==> config.mk <==
export PLATFORM = sky130hd
export DESIGN_NAME = and_arb_ctrl
export DESIGN_NICKNAME = d
export VERILOG_FILES = /design/src/rtl/and_arb_pkg.sv /design/src/rtl/and_array_unit.sv /design/src/rtl/and_arb_ctrl.sv
export SDC_FILE = /design/constraint.sdc
export NUM_CORES = 1
export LEC_CHECK = 0
export BUFFER_PORTS_ARGS = -buffer_cell sky130_fd_sc_hd__buf_2
export CAP_MARGIN = 20
export CORE_MARGIN = 2
export CORE_UTILIZATION = 41
export CTS_CLUSTER_SIZE = 30
export DETAILED_ROUTE_END_ITERATION = 6
export PLACE_DENSITY = 0.86
export SETUP_SLACK_MARGIN = 0.2
export SKIP_LAST_GASP = 1
export SYNTH_ARGS = -nofsm -noshare
export SYNTH_HDL_FRONTEND = slang
export SYNTH_SLANG_ARGS = --single-unit
==> constraint.sdc <==
create_clock -name clk -period 3.6 [get_ports clk]
set_input_delay 0.18 -clock clk [delete_from_list [all_inputs] [get_ports clk]]
set_output_delay 0.18 -clock clk [all_outputs]
set_load 0.01 [all_outputs]
==> src/rtl/and_arb_pkg.sv <==
// and_arb_pkg: shared defaults and types for the AND arbiter block.
//   WIDTH_DEF / N_REQ_DEF : default operand width and requester count
//   ID_W_DEF              : requester index width for the defaults
//   state_t               : result-register state (EMPTY / FULL)
package and_arb_pkg;
  localparam int WIDTH_DEF = 16;
  localparam int N_REQ_DEF = 4;
  localparam int ID_W_DEF  = (N_REQ_DEF > 1) ? $clog2(N_REQ_DEF) : 1;

  typedef enum logic {EMPTY = 1'b0, FULL = 1'b1} state_t;

  // Index width for an arbitrary requester count (at least one bit).
  function automatic int id_w(input int n);
    return (n > 1) ? $clog2(n) : 1;
  endfunction
endpackage

==> src/rtl/and_array_unit.sv <==
// and_array_unit: WIDTH-bit bitwise AND datapath.
//   a, b : operands
//   y    : a & b
module and_array_unit #(
  parameter int WIDTH = 16
) (
  input  logic [WIDTH-1:0] a,
  input  logic [WIDTH-1:0] b,
  output logic [WIDTH-1:0] y
);
  for (genvar i = 0; i < WIDTH; i++) begin : g_bit
    assign y[i] = a[i] & b[i];
  end
endmodule

==> src/rtl/and_arb_ctrl.sv <==
// and_arb_ctrl: round-robin arbiter feeding one shared AND unit, with a
// single-entry result register (valid/ready on both sides).
//   clk, rst_n         : clock, async active-low reset
//   req_valid/req_a/b  : per-requester operand pairs (packed WIDTH slices)
//   req_ready          : one-hot (or zero) grant, combinational
//   res_valid/data/id  : registered result and the requester that made it
//   res_ready          : consumer accept
//   op_count           : wrapping count of accepted requests
module and_arb_ctrl
  import and_arb_pkg::*;
#(
  parameter  int WIDTH = WIDTH_DEF,
  parameter  int N_REQ = N_REQ_DEF,
  localparam int ID_W  = id_w(N_REQ)
) (
  input  logic                   clk,
  input  logic                   rst_n,
  input  logic [N_REQ-1:0]       req_valid,
  input  logic [N_REQ*WIDTH-1:0] req_a,
  input  logic [N_REQ*WIDTH-1:0] req_b,
  output logic [N_REQ-1:0]       req_ready,
  output logic                   res_valid,
  output logic [WIDTH-1:0]       res_data,
  output logic [ID_W-1:0]        res_id,
  input  logic                   res_ready,
  output logic [15:0]            op_count
);
  state_t            state;
  logic [ID_W-1:0]   ptr;
  logic [ID_W-1:0]   gnt_id;
  logic              found;
  logic              can_accept;
  logic              xfer;
  logic [WIDTH-1:0]  sel_a, sel_b, and_y;

  assign can_accept = !res_valid || res_ready;

  // First valid requester at or after ptr, wrapping. rst_n gates the grant
  // so nothing is offered while reset is held.
  always_comb begin
    int idx;
    idx       = 0;
    found     = 1'b0;
    gnt_id    = '0;
    req_ready = '0;
    for (int k = 0; k < N_REQ; k++) begin
      idx = int'(ptr) + k;
      if (idx >= N_REQ) idx = idx - N_REQ;
      if (!found && req_valid[idx]) begin
        found  = 1'b1;
        gnt_id = ID_W'(idx);
      end
    end
    if (found && can_accept && rst_n) req_ready[gnt_id] = 1'b1;
  end

  assign xfer  = |req_ready;
  assign sel_a = req_a[gnt_id*WIDTH +: WIDTH];
  assign sel_b = req_b[gnt_id*WIDTH +: WIDTH];

  and_array_unit #(.WIDTH(WIDTH)) u_and (
    .a (sel_a),
    .b (sel_b),
    .y (and_y)
  );

  always_ff @(posedge clk or negedge rst_n) begin
    if (!rst_n) begin
      state     <= EMPTY;
      res_valid <= 1'b0;
      res_data  <= '0;
      res_id    <= '0;
      ptr       <= '0;
      op_count  <= '0;
    end else begin
      if (xfer) begin
        ptr      <= (gnt_id == ID_W'(N_REQ-1)) ? '0 : gnt_id + 1'b1;
        op_count <= op_count + 16'd1;
      end
      case (state)
        EMPTY: begin
          if (xfer) begin
            state     <= FULL;
            res_valid <= 1'b1;
            res_data  <= and_y;
            res_id    <= gnt_id;
          end
        end
        FULL: begin
          // With res_ready low there is no grant, so outputs simply hold.
          if (res_ready) begin
            if (xfer) begin
              res_data <= and_y;
              res_id   <= gnt_id;
            end else begin
              state     <= EMPTY;
              res_valid <= 1'b0;
            end
          end
        end
        default: begin
          state     <= EMPTY;
          res_valid <= 1'b0;
        end
      endcase
    end
  end
endmodule

==> results of run 1 <==
[metal layers]
| layer | wire length (µm) | global-route usage | up-vias |
|---|---|---|---|
| met3 | 415 | 0.0371 | 6 |
| li1 | - | - | 1292 |
| met5 | 0 | 0 | - |
| met2 | 3770 | 0.413 | 109 |
| met1 | 3230 | 0.296 | 1247 |
| met4 | 70 | 0.0576 | 0 |
[area by class of cell]
class                      count  share of cell area
multi-input combinational    193               0.390
clock buffer                   6              0.0242
clock inverter                 2             0.00367
inverter                       8             0.00917
sequential                    38               0.279
tap                           72              0.0264
timing repair buffer         179               0.268
[power breakdown]
| part | switching (mW) | leakage (nW) | internal, mW |
|---|---|---|---|
| sequential | 0.141 | 0.473 | 0.598 |
| combinational | 0.558 | 1.35 | 0.410 |
| clock | 0.155 | 0.0472 | 0.154 |
| total | 0.854 | 1.87 | 1.16 |
[cell usage after synthesis (3+ instances only)]
cell type,instances,area share
and3_1,47,0.12
dfrtp_1,38,0.40
nand2_1,24,0.038
a31oi_1,15,0.039
o21ai_0,15,0.032
xor2_1,12,0.044
nand3_1,10,0.021
nor3_1,9,0.019
o311ai_0,8,0.029
inv_1,7,0.011
o311ai_1,7,0.026
nor2_1,6,0.0095
clkbuf_1,5,0.0079
buf_2,4,0.0084
ha_1,3,0.016
nand2b_1,3,0.0079
xnor2_1,3,0.011
[worst min-delay path by stage]
stage | to | depth (start not counted) | slack, ns | from
final | res_valid | 3 | 0.17 | res_ready
after global routing | res_valid | 3 | 0.20 | res_ready
after CTS | res_valid | 3 | 0.16 | res_ready
after detailed placement | op_count[5] | 2 | 0.32 | rst_n
after global placement | op_count[4] | 2 | 0.31 | rst_n
after floorplan | op_count[0] | 0 | -0.12 | rst_n
[timing repair]
| action | CTS | global route |
|---|---|---|
| hold buffers | 1 | 0 |
| gates resized for setup | 0 | 0 |
| setup endpoints to repair | 0 | 0 |
| hold endpoints to repair | 12 | 0 |
[cells in the final DEF (no fill, tap or decap), types with 2 or more instances in the layout]
master / instances
a21boi_0: 2
a31oi_1: 15
and2_1: 2
and3_1: 47
buf_2: 173
buf_4: 5
clkbuf_8: 6
clkinv_2: 2
dfrtp_1: 38
ha_1: 3
inv_1: 7
mux2_2: 2
nand2_1: 24
nand2b_1: 3
nand3_1: 10
nand4_1: 2
nor2_1: 6
nor3_1: 9
nor4_1: 2
nor4_4: 2
o21ai_0: 15
o311ai_0: 8
o311ai_1: 7
xnor2_1: 3
xor2_1: 12
[registers in the layout, indices dropped and copies added (netlist names)]
| signal | cells |
|---|---|
| ptr | 2 |
| op_count | 16 |
| res_id | 2 |
| state | 1 |
| res_valid | 1 |
| res_data | 16 |
[kinds of logic (layout without fill, tap and decap cells)]
family	after synthesis	count (layout)
flops	38	38
simple gates	115	115
xor+xnor	15	15
buf+inv	20	195
compound gates	57	57
fa+ha+maj	3	3
mux	3	3
[worst min-delay path, delay by kind of cell]
family                 cells  cell delay, ns
AND/OR/NAND/NOR            1            0.06
AO/OA/AOI/OAI              1            0.10
buffers and inverters      1            0.09
[through the flow]
stage | instance area (µm²) | hold WS [ns]
after floorplan | 2380 | -0.116
after global placement | 3310 | 0.311
after detailed placement | 3310 | 0.318
after CTS | 3410 | 0.163
after global routing | 3410 | 0.197
final | 3410 | 0.173
==> flow_metrics.py, run 1 <==
metrics = {
    "outcome": {
        "status": "complete, no violations",
    },
    "floorplanning": {
        "die-area_um2": 6440,
        "die_x_um": 80.2,
        "start_util": 0.427,
        "ioPinCount": 174,
        "die_h_um": 80.2,
        "rows": 27,
        "core-area_um2": 5570,
    },
    "worst_setup_path": {
        "path_class": "reg -> reg",
        "ff2ff_setup_slack_ns": 0.73,
        "r2r-start": "ptr[1]",
        "cp_top_family": "compound AO/OA/AOI/OAI gates",
        "slowest_stage": "o221a_4",
        "path_buf_inv": 2,
        "path_depth": 9,
        "r2r_end": "res_data[10]",
        "startpoint": "ptr[1]",
        "critPathCapture": "res_data[10]",
        "path_max_fanout": 35,
        "max_stage_delay_ns": 0.49,
        "worstPathRequired_ns": 3.78,
        "path_cells": "a21boi_0 > o221a_4 > clkinv_2 > ha_1 > or2_2 > o311ai_4 > buf_4 > nand2_1 > o311ai_0",
        "critPathCaptureType": "register",
        "cp-start-kind": "register",
        "crit_arrival_ns": 3.05,
        "reg2regPathDepth": 9,
    },
    "clocking": {
        "clockRootBuffer": "clkbuf_8",
        "clk_pin_slew_ns": 0.08,
        "clk_latency_ns": 0.29,
        "clock_sinks": 38,
        "cts_buffers": 5,
        "tritoncts": "built",
        "post_cts_buffers": 0,
        "cts_max_level": 2,
        "clockBufferDepth": 2,
    },
    "synthesis": {
        "seq_area_frac_synth": 0.399,
        "synth_warnings": 0,
        "synthFlopType": "dfrtp_1",
        "synth_compound_area_frac": 0.186,
        "synth_edf_count": 0,
        "async_flop_share": 1.00,
        "synth.avg_cell_area_um2": 9.49,
        "syn_inst": 251,
        "synth_cell_types": 45,
        "ys_ff_latch": 38,
        "synth_top_family_by_area": "simple AND/OR/NAND/NOR gates",
        "synth.mux.area_fraction": 0.0142,
        "synthAdderAreaFrac": 0.0158,
        "syn-num-nets": 389,
        "yosys.area_share.xor_xnor": 0.0551,
        "synth-simple-area-share": 0.287,
        "synth_area_um2": 2380,
    },
    "timing": {
        "hold_viol": 0,
        "max_freq_mhz": 348,
        "rsz0062_at_grt": "false",
        "layout_setup_ws_ns": 0.730,
        "fin_crit_ns": 2.87,
        "setup_tns_ns": 0,
        "slew_headroom": 0.497,
        "setup_viol": 0,
        "finalCritPeriodShare": 0.797,
        "skew_ns": 0.00990,
        "drv_slew": 0,
        "tightest_slew_ns": 0.752,
    },
    "detailed_routing": {
        "vias": 2654,
        "postRouteAntennaNets": 0,
        "wirelength_um": 7490,
        "drc": 0,
        "drtPass1Iterations": 4,
        "drt_iter0_drc": 132,
        "wl_per_cell_um": 15.0,
        "via_per_inst": 5.33,
    },
    "finish": {
        "seqCellArea_um2": 951,
        "fin_util": 0.612,
        "post_route_cells_drive_above_1_share": 0.474,
        "fin_cells": 498,
        "multi_input_area_um2": 1330,
        "area_growth_pct": 43.2,
        "antennaDiodeCount": 0,
        "fillers": 496,
        "fin_nets": 563,
    },
    "global_route": {
        "grt_overflow": 0,
        "antenna_found_initial": 0,
        "gr-usage-all-layers": 0.233,
        "grt_pass1_wl_um": 11800,
        "grt_pass1_vias": 2530,
        "grt_max_degree": 41,
    },
    "placed_design": {
        "pre_cts_ws_ns": 0.697,
        "gp_congestion": 0.907,
        "numPortBuffers": 173,
        "placed_cells": 489,
        "dp_hpwl_um": 5900,
    },
    "power_and_ir_drop": {
        "ir_drop_mv": 0.285,
        "leakagePower_nw": 1.87,
        "pwr_density_cell_nw_per_um2": 591,
        "power.total_mw": 2.02,
    },
    "job": {
        "drv_cap": 0,
    },
    "hold_path": {
        "hold_class": "in -> reg",
    },
}
Power figures use the tool's default switching activity.
==> run 2, diff against run 1 <==
- ABC_AREA: default -> 1
- CORE_UTILIZATION: 41 -> 43
- PLACE_DENSITY: 0.86 -> 0.83
- clock period: 3.6 -> 2.61 ns (I/O delays scaled with it)
==> run 2 against run 1 <==
  * Wire length increased by 60%
  * Highest routed layer unchanged
  * Combinational power increased to 6.2 times the previous value
  * Clock skew decreased by 0.0060 ns
  * Core utilization increased by 0.99 points
  * Global-route usage increased by 1.7 points
  * Power increased to 3.8 times the previous value
  * Critical endpoint is now res_data[2]
  * Sequential cell count unchanged
==> flow_metrics.py, run 2 <==
metrics = {
    "synthesis": {
        "synth_top_cell_area_share": 0.267,
        "synth_cell_types": 29,
        "syn-num-nets": 733,
        "synth_edf_count": 0,
        "ys_ff_latch": 38,
        "seq_area_frac_synth": 0.265,
        "syn_inst": 595,
        "async_flop_share": 1.00,
        "yosys-top-cells-count": "nand2_1 (255), nand3_1 (104), inv_1 (68)",
        "synth_warnings": 0,
        "synthFlopType": "dfrtp_1",
        "yosysTopAreaCell": "nand2_1",
        "synth_most_common_cell": "nand2_1",
        "synth_area_leaders": "nand2_1 (27%), dfrtp_1 (27%), nand3_1 (15%)",
        "synth.avg_cell_area_um2": 6.02,
        "synth_area_um2": 3580,
    },
    "worst_setup_path": {
        "critPathCaptureType": "register",
        "path_max_fanout": 7,
        "crit_arrival_ns": 2.61,
        "path_class": "reg -> reg",
        "r2r_end": "res_data[2]",
        "cp-start-kind": "register",
        "ff2ff_setup_slack_ns": 0.23,
        "r2r-start": "ptr[0]",
        "worstPathRequired_ns": 2.84,
        "reg2regPathDepth": 18,
    },
    "placed_design": {
        "placed_cells": 851,
        "numPortBuffers": 173,
        "dp_hpwl_um": 8500,
        "gp_congestion": 0.911,
    },
    "job": {
        "drv_cap": 0,
    },
    "floorplanning": {
        "die_h_um": 95.3,
        "core-area_um2": 8130,
        "start_util": 0.440,
        "die-area_um2": 9080,
        "die_x_um": 95.3,
        "ioPinCount": 174,
        "rows": 33,
    },
    "detailed_routing": {
        "postRouteAntennaNets": 0,
        "wirelength_um": 12000,
        "drc": 0,
        "wl_per_cell_um": 13.7,
        "vias": 4319,
        "drtPass1Iterations": 4,
        "via_per_inst": 4.92,
        "drt_iter0_drc": 189,
    },
    "global_route": {
        "gr-usage-all-layers": 0.250,
        "grt_pass1_vias": 3726,
        "grt_overflow": 0,
        "grt_max_degree": 65,
        "antenna_found_initial": 0,
        "grt_pass1_wl_um": 17700,
    },
    "timing": {
        "drv_slew": 0,
        "rsz0062_at_grt": "true",
        "slew_headroom": 0.625,
        "fin_crit_ns": 2.38,
        "finalCritPeriodShare": 0.911,
        "tightest_slew_ns": 0.562,
        "setup_tns_ns": 0,
        "hold_viol": 0,
        "skew_ns": 0.00389,
        "setup_viol": 0,
        "max_freq_mhz": 421,
    },
    "hold_path": {
        "hold_class": "in -> reg",
        "hold_end": "state",
        "min_from": "res_ready",
        "whs_path_depth": 4,
    },
    "finish": {
        "fin_cells": 877,
        "fin_nets": 909,
        "antennaDiodeCount": 0,
        "post_route_cells_drive_above_1_share": 0.367,
        "final_cell_mix": "nand2_1 (235), buf_2 (173), nand3_1 (86)",
        "final_common_cell": "nand2_1",
        "reg.largest.list": "op_count: 16 flops, res_data: 16 flops",
        "area_growth_pct": 41.3,
    },
    "clocking": {
        "clock_sinks": 38,
        "clk_latency_ns": 0.29,
        "tritoncts": "built",
        "cts_max_level": 2,
        "cts_buffers": 5,
        "clk_pin_slew_ns": 0.08,
        "clockRootBuffer": "clkbuf_8",
        "clockBufferDepth": 2,
    },
    "power_and_ir_drop": {
        "p_sw_mw": 4.29,
        "swShare": 0.561,
        "ir_drop_mv": 1.26,
        "seq_power_share": 0.128,
        "pwr-share-clk": 0.083,
        "p_int_mw": 3.36,
        "leakagePower_nw": 3.02,
        "comb_power_share": 0.790,
        "pwr_density_cell_nw_per_um2": 1510,
    },
    "outcome": {
        "status": "complete, no violations",
    },
}
==> run 2: cell types whose count changed in the layout (fill, tap and decap cells not counted), moves of 9 or more <==
cell	change
nand2_1	+211
nand3_1	+76
inv_1	+60
and3_1	-47
nand2_2	+23
nand3_2	+19
nand3b_1	+17
a31oi_1	-15
buf_6	+10
nand2_4	+10
o21ai_0	-9
==> run 2: power groups by stage <==
stage               Combinational [mW]  Sequential [mW]  Clock (mW)
detailed placement                4.93            0.968           0
floorplan                         3.93             1.00           0
global placement                  4.92            0.969           0
finish                            6.04            0.977       0.632
global route                      6.74             1.00       0.668
CTS                               5.04            0.963       0.634
==> run 2: area by class of cell <==
class                           count  area (µm²)
Fill cell                         795        3070
Timing Repair Buffer              201        1170
Tap cell                          105         131
Timing Repair inverter              2        17.5
Clock buffer                        6        82.6
Sequential cell                    38         953
Inverter                           73         294
Multi-Input combinational cell    450        2350
Clock inverter                      2        60.1
==> run 2: worst max-delay path by stage <==
stage,startpoint,end,slack (ns)
after floorplan,ptr[0],res_valid,0.22
after global placement,ptr[1],res_id[1],0.16
after detailed placement,ptr[0],res_id[0],0.11
after CTS,ptr[0],op_count[10],0.21
after global routing,ptr[0],res_id[1],0.12
final,ptr[0],res_data[2],0.23
==> run 2: logic make-up (layout without fill, tap and decap cells) <==
logic type,after synthesis,after routing,share of synthesized area
simple gates,420,420,0.520
buf+inv,107,284,0.145
flops,38,38,0.265
xor+xnor,14,14,0.0363
compound gates,13,13,0.0220
fa+ha+maj,3,3,0.0105
==> run 2: timing repair <==
item,4_1_cts,5_1_grt
gates resized for setup,4,74
endpoints found under the setup margin,25,38
hold endpoints to repair,38,0
hold buffers,1,0
gates cloned,0,3
buffers inserted,2,12
pin swaps,1,46
==> run 2: per-stage QoR <==
step,utilization,setup slack (ns),hold WS [ns],power (mW),instance area (µm²)
6_report,0.622,0.233,0.155,7.65,5060
5_1_grt,0.622,0.120,0.183,8.41,5060
4_1_cts,0.568,0.212,0.154,6.64,4620
3_5_place_dp,0.545,0.109,0.295,5.90,4430
3_3_place_gp,0.545,0.162,0.308,5.89,4430
2_1_floorplan,-,0.220,-0.165,4.93,3580
==> run 2: per-layer routing <==
layer / GRT usage / part of all wire
met1: 0.324 / 0.41
met2: 0.430 / 0.50
met3: 0.0506 / 0.077
met4: 0.0568 / 0.017
met5: 0 / 0
==> run 2: worst max-delay path, stage by stage, from the launching register on <==
cell and delay (ns):
dfrtp_2 0.48, buf_6 0.14, nand2_4 0.05, nand2_4 0.06
nand2_2 0.08, nand2_2 0.06, nor2_4 0.15, buf_6 0.12
nand4_1 0.12, nand2_4 0.15, ha_4 0.17, nor2_4 0.05
nand2_2 0.07, nand2_4 0.09, nor2_8 0.15, buf_6 0.12
clkbuf_16 0.14, nand3_2 0.06, nand2_1 0.07
